[config.mk]
export PLATFORM = sky130hd
export DESIGN_NAME = alu_result_tx
export DESIGN_NICKNAME = d
export VERILOG_FILES = /design/src/rtl/alu_link_pkg.sv /design/src/rtl/alu_baud_tick.sv /design/src/rtl/alu_result_tx.sv
export SDC_FILE = /design/constraint.sdc
export NUM_CORES = 1
export LEC_CHECK = 0
export CAP_MARGIN = 40
export CORE_MARGIN = 8
export CORE_UTILIZATION = 50
export CTS_CLUSTER_DIAMETER = 150
export CTS_CLUSTER_SIZE = 24
export DETAILED_ROUTE_END_ITERATION = 8
export PLACE_DENSITY = 0.71
export SYNTH_ARGS = -nofsm -noshare
export SYNTH_HDL_FRONTEND = slang
export SYNTH_HIERARCHICAL = 1
export SYNTH_SLANG_ARGS = --single-unit
[constraint.sdc]
create_clock -name clk -period 6.64 [get_ports clk]
set_clock_uncertainty 0.1 [all_clocks]
set_input_delay 1.328 -clock clk [delete_from_list [all_inputs] [get_ports clk]]
set_output_delay 1.328 -clock clk [all_outputs]
set_load 0.01 [all_outputs]
[src/rtl/alu_link_pkg.sv]
// Shared types and constants for the ALU result return link.
// The transmitter's optional parity bit is controlled by the ALU_TX_PARITY_EN macro.
package alu_link_pkg;

  typedef enum logic [2:0] {
    IDLE,
    START,
    DATA,
    PARITY,
    STOP
  } tx_state_t;

  localparam logic IDLE_LVL  = 1'b1;
  localparam logic START_LVL = 1'b0;

  // Payload is the result plus the four N/Z/C/V flags.
  function automatic int payload_w(input int width);
    return width + 4;
  endfunction

endpackage

[src/rtl/alu_baud_tick.sv]
// Bit-period timer: counts 0..CLKS_PER_BIT-1 while enabled and flags the last
// cycle of each bit period; held at zero while disabled.
module alu_baud_tick #(
  parameter int CLKS_PER_BIT = 5208
) (
  input  logic clk,
  input  logic rst,
  input  logic en,
  output logic tick
);

  localparam int CNT_W = (CLKS_PER_BIT > 1) ? $clog2(CLKS_PER_BIT) : 1;
  localparam logic [CNT_W-1:0] LAST = CNT_W'(CLKS_PER_BIT - 1);

  logic [CNT_W-1:0] cnt;

  always_ff @(posedge clk) begin
    if (rst || !en) begin
      cnt <= '0;
    end else if (cnt == LAST) begin
      cnt <= '0;
    end else begin
      cnt <= cnt + CNT_W'(1);
    end
  end

  assign tick = en && (cnt == LAST);

endmodule

[src/rtl/alu_result_tx.sv]
// Serial return path for the slave ALU: start bit, {n,z,c,v,result} LSB first,
// optional even parity (ALU_TX_PARITY_EN), stop bit.
module alu_result_tx
  import alu_link_pkg::*;
#(
  parameter int WIDTH        = 4,
  parameter int CLKS_PER_BIT = 5208
) (
  input  logic             clk,
  input  logic             rst,
  input  logic             start,
  input  logic [WIDTH-1:0] result,
  input  logic             n,
  input  logic             z,
  input  logic             c,
  input  logic             v,
  output logic             tx,
  output logic             busy,
  output logic             done
);

  localparam int PW    = payload_w(WIDTH);
  localparam int BIT_W = $clog2(PW);
  localparam logic [BIT_W-1:0] LAST_BIT = BIT_W'(PW - 1);

  tx_state_t        state;
  logic [PW-1:0]    shift;
  logic [BIT_W-1:0] bit_cnt;
  logic             bit_en;
  logic             tick;
`ifdef ALU_TX_PARITY_EN
  logic             par;
`endif

  assign bit_en = (state != IDLE);

  alu_baud_tick #(
    .CLKS_PER_BIT(CLKS_PER_BIT)
  ) u_baud (
    .clk (clk),
    .rst (rst),
    .en  (bit_en),
    .tick(tick)
  );

  always_ff @(posedge clk) begin
    if (rst) begin
      state   <= IDLE;
      tx      <= IDLE_LVL;
      busy    <= 1'b0;
      done    <= 1'b0;
      bit_cnt <= '0;
      shift   <= '0;
`ifdef ALU_TX_PARITY_EN
      par     <= 1'b0;
`endif
    end else begin
      done <= 1'b0;
      case (state)
        IDLE: begin
          if (start) begin
            shift   <= {n, z, c, v, result};
`ifdef ALU_TX_PARITY_EN
            par     <= ^{n, z, c, v, result};
`endif
            bit_cnt <= '0;
            tx      <= START_LVL;
            busy    <= 1'b1;
            state   <= START;
          end
        end
        START: begin
          if (tick) begin
            tx    <= shift[0];
            state <= DATA;
          end
        end
        DATA: begin
          if (tick) begin
            if (bit_cnt == LAST_BIT) begin
              bit_cnt <= '0;
`ifdef ALU_TX_PARITY_EN
              tx      <= par;
              state   <= PARITY;
`else
              tx      <= IDLE_LVL;
              state   <= STOP;
`endif
            end else begin
              // tx takes the next bit while the register shifts past it
              bit_cnt <= bit_cnt + BIT_W'(1);
              shift   <= {1'b0, shift[PW-1:1]};
              tx      <= shift[1];
            end
          end
        end
`ifdef ALU_TX_PARITY_EN
        PARITY: begin
          if (tick) begin
            tx    <= IDLE_LVL;
            state <= STOP;
          end
        end
`endif
        STOP: begin
          if (tick) begin
            tx    <= IDLE_LVL;
            busy  <= 1'b0;
            done  <= 1'b1;
            state <= IDLE;
          end
        end
        default: begin
          state <= IDLE;
        end
      endcase
    end
  end

endmodule

* Word level (Yosys, flattened, before mapping)
Index checks and enable logic that the tools add are counted.
** Word-level totals
- Flip-flop bits (word level) :: 30
- Input port bits :: 11
- Output and inout port bits :: 3
** Cells by class
- $add $sub $neg :: 2
- Equal/unequal tests :: 11
- Muxes and demuxes :: 24
- Bitwise logic cells :: 1
- Reductions and logical operators :: 15
** Operator list (number)
- 3-bit 2-to-1 mux :: 8
- 8-bit 2-to-1 mux :: 3
- 8-bit case mux with 2 select lines :: 1
- 13-bit by 1-bit adder with 13-bit output (second input constant) :: 1
- 13-bit == test (second input constant) :: 1
- 2-bit inequality test (second input constant) :: 6
- 3-bit case mux with 4 select lines :: 1
- 5-bit AND reduction :: 2
- 1-bit 2-to-1 mux :: 8
- 3-bit == test (second input constant) :: 2
- 3-bit case mux with 2 select lines :: 1
- 3-bit AND reduction :: 2
- 1-bit case mux with 4 select lines :: 1
- 4-bit AND reduction :: 1
- 2-bit nonzero test :: 2
- 4-bit nonzero test :: 1
- 2-bit OR reduction :: 2
- 3-bit by 1-bit adder with 3-bit output (second input constant) :: 1
- 3-bit by 1-bit == test with 1-bit output (second input constant) :: 1
- 3-bit by 2-bit == test with 1-bit output (second input constant) :: 1
- 3-bit logical NOT :: 1
- 3-bit nonzero test :: 1
- 1-bit case mux with 2 select lines :: 1
- 1-bit logical AND :: 1
- other kinds (3) :: 3

* Logic depth before layout (Yosys ltp)
- Word-level depth :: 4
- Gate-level depth with buffers :: 10
- Gate-level depth less buffers :: 8

* Hierarchy
The synthesis kept the hierarchy.
** Modules (own cells, without submodules)
- alu_result_tx :: times used 1, cells an instance 105, area an instance 858.3 um^2, sequential area each 340.3 um^2
- alu_baud_tick :: times used 1, cells an instance 72, area an instance 725.7 um^2, sequential area each 260.2 um^2

* Worst setup path before layout
OpenSTA, ideal clock, no wires.
- Path kind :: input-to-reg
- From :: input start
- To :: register busy
- Library setup time :: 0.133 ns
- Arrival :: 2.160 ns
- Data required time :: 6.407 ns
- Path slack :: 4.247 ns
- Stages :: 4
- Buffers on the path :: 0
- Path through :: nor2b_1 -> a2111oi_1 -> or3_1 -> a211oi_2
** On the way
- Cells in the longest elaborated chain, start to end :: 2
** Ends and longest elaborated chain
- from (decl) :: line alu_result_tx.sv:11 : input logic start,
- 2-bit inequality test (no line)
- 3-bit AND reduction (no line)
- to (signal assigned) :: line alu_result_tx.sv:50 : busy <= 1'b0;
- to (signal assigned) :: line alu_result_tx.sv:68 : busy <= 1'b1;
- to (signal assigned) :: line alu_result_tx.sv:108 : busy <= 1'b0;
- to (decl) :: line alu_result_tx.sv:18 : output logic busy,
No other way between the ends.
A chain may end at the register's enable or synchronous reset.

* Worst setup path in the final report
- From :: input rst
- To :: register u_baud.cnt[11]
** On the way
- Cells in the longest elaborated chain, start to end :: 2
** Ends and longest elaborated chain
- from (decl) :: line alu_result_tx.sv:10 : input logic rst,
- 1-bit logical OR :: line alu_baud_tick.sv:18 : if (rst || !en) begin
- 2-bit OR reduction (no line)
- to (signal assigned) :: line alu_baud_tick.sv:23 : cnt <= cnt + CNT_W'(1);
- to (decl) :: line alu_baud_tick.sv:15 : logic [CNT_W-1:0] cnt;
No other way between the ends.

==> metrics.md <==
| Metric | Value |
|---|---|
| Status | completed |
| Clock Tree Buf Depth | 2 |
| Synth warnings | 6 |
| Cells after Synth | 177 |
| Leak Pwr | 0.580 nW |
| Drt drc | 0 |
| Fraction of layout instances using a drive strength above 1 | 0.144 |
| Maxcap violations | 0 |
| Core Region | 0.00303 mm² |
| # hold bufs at CTS | 0 |
| Crit path max fanout | 18 |
| CTS tree | done |
| Mapped Nets | 191 |
| Inserted Diodes | 0 |
| Area of the die | 0.00523 mm² |
| First-pass DRT Iterations | 5 |
| Slew HR | 0.415 |
| Sequential fraction of the synthesis area | 0.379 |
| Global-route wire length before repair | 5.74 mm |
| Fill count | 285 |
| Cell Area, Synth | 0.00158 mm² |
| Setup_tns | 0 ps |
| Flops & latches, synth | 30 |
| Min cycle time layout | 3100 ps |
| Die Wd | 72.3 µm |
| Die Y | 72.3 µm |
| Hold Crit Depth | 2 |
| Pwr Total | 340 µW |
| Initial antenna violation count | 0 |
| RD Place Congestion | 0.872 |
| Fmax | 323 MHz |
| Synth-to-Final Area Change | 11.5% |
| Critical path class | input pin to flip-flop |
| Worst slew pin tran | 874 ps |
| I/O Buffers | 13 |
| DP Wirelength | 2.27 mm |
| PostCTS Resize Cnt | 0 |
| CP Launch Type | input pin |
| Final setup viols | 0 |
| Clock Sinks | 30 |
| Vias in the first global route | 1,303 |
| CP required | 6810 ps |
| Postcts setup bufs | 0 |
| GRT Resource Usage Total | 0.140 |
| H-tree levels | 2 |
| Min-delay worst type | flip-flop to flip-flop |
| Latest clock arrival within the worst-skew pair | 340 ps |
| Critical Path End Type | flip-flop |
| Netlist cell types | 49 |
| R2R depth | 8 |
| Via Count | 1,388 |
| I/O Pins | 14 |
| Routed Antenna Nets | 0 |
| Maximum vdd drop | 106 µV |
| Site Rows | 20 |
| CTS clock-pin slew for the worst setup and hold paths | 100 ps |
| Final hold vios | 0 |
| Tcrit/Tclk final | 0.466 |
| Syn Area/Cell | 8.95 µm² |
| Wire per inst | 14.2 µm |
| Final-report max-slew violation count | 0 |
| Largest net degree at the start of global routing | 21 |
| Post-Route WL | 3.29 mm |
| RSZ-0062 raised after global routing | no |
| Grt total ovfl | 0 |
| Initial core utilization | 0.523 |
| Iteration-0 DRC Markers | 124 |
| Critical Path AT | 3260 ps |
| Nets | 200 |
| Pwr/cell area | 193 mW/mm² |
| Via-to-Cell Ratio | 6.01 |
| Clock Root Buffer | clkbuf_4 |
| Total CTS buffers | 5 |
final cells by class:
type | count | area [µm²] | area share
sequential | 30 | 601 | 0.340
clock inverter | 1 | 5.00 | 0.00283
inverter | 4 | 15.0 | 0.00850
tap | 44 | 55.1 | 0.0312
clock buffer | 7 | 55.1 | 0.0312
timing repair buffer | 13 | 130 | 0.0737
multi-input combinational | 132 | 905 | 0.512
through the flow:
stage | hold slack, ps | setup WS, ps | cell area [µm²] | util | instances
finish | 372 | 3540 | 1770 | 0.583 | 231
global placement | 344 | 3260 | 1710 | 0.563 | 223
global route | 397 | 3410 | 1770 | 0.583 | 231
CTS | 377 | 3530 | 1770 | 0.583 | 231
detailed placement | 362 | 3180 | 1710 | 0.563 | 223
floorplan | 336 | 4250 | 1580 | - | 177
placed cells by master (no fill, tap or decap), drive strengths merged, types with 4 or more instances in the layout:
master / n
inv: 4
nor3: 7
clkbuf: 7
nand2b: 5
nand3: 12
a31oi: 5
clkdlybuf4s50: 13
o21ai: 9
or3: 4
a211oi: 9
nor2: 13
a21oi: 5
dfxtp: 30
a311oi: 6
nand2: 15
path summary, 6_finish.rpt:
| path | startpoint | end | slack, ps |
|---|---|---|---|
| setup / recovery | rst | u_baud/cnt[11] | 3540 |
| hold / removal | bit_cnt[2] | bit_cnt[2] | 370 |
| setup reg to reg | u_baud/cnt[0] | shift[3] | 4110 |
| hold reg to reg | bit_cnt[2] | bit_cnt[2] | 370 |
sequential cells by signal, summed over array words and instances, names as in the netlist:
signal      flops
done            1
busy            1
bit_cnt         3
tx              1
state           3
shift           8
u_baud/cnt     13
cell families after synthesis:
group,share of synthesized area
compound gates,0.197
xor+xnor,0.0166
fa+ha+maj,0.0237
buf+inv,0.0498
flops,0.379
mux,0.0126
simple gates,0.321
Yosys cell counts (all sizes together):
library cell,instances,area share
xor2,1,0.0055
nor4b,3,0.026
nand2b,5,0.020
a21oi,5,0.016
nand2,15,0.037
o21a,1,0.0055
xnor2,2,0.011
nand3,12,0.038
nand4,3,0.016
o22ai,1,0.0040
clkbuf,2,0.0047
a2111oi,1,0.0063
a211oi,9,0.065
or4b,1,0.0087
ha,3,0.024
o211ai,1,0.0047
mux2i,2,0.013
or2,2,0.0079
and3,2,0.0079
or3,4,0.016
and4b,1,0.0063
and3b,1,0.0055
a31oi,5,0.020
o21ai,9,0.028
nor3,7,0.035
nand4bb,1,0.0071
a311oi,6,0.033
nor4,3,0.012
a22oi,1,0.0047
and2,1,0.0040
nand4b,1,0.0055
dfxtp,30,0.38
nor3b,2,0.0095
nor2,13,0.032
and4,1,0.0063
or4,2,0.0095
o31ai,2,0.0095
buf,9,0.036
nor2b,3,0.012
inv,4,0.0095
per-layer routing:
metal	GRT usage	wire length, µm	vias up
li1	-	-	681
met5	0	0	-
met3	0.0565	172	6
met1	0.161	1520	666
met2	0.219	1540	35
met4	0.0703	58	0
where the power goes:
group | switching (mW) | internal, mW
logic | 0.0161 | 0.0155
registers | 0.00539 | 0.187
clock network | 0.0653 | 0.0512
total | 0.0867 | 0.253
critical path, stage by stage:
cell and delay, ps:
clkdlybuf4s50_1 740, nand2b_1 620, or2_2 450, nor3_1 120
(Power assumes the default switching activity.)
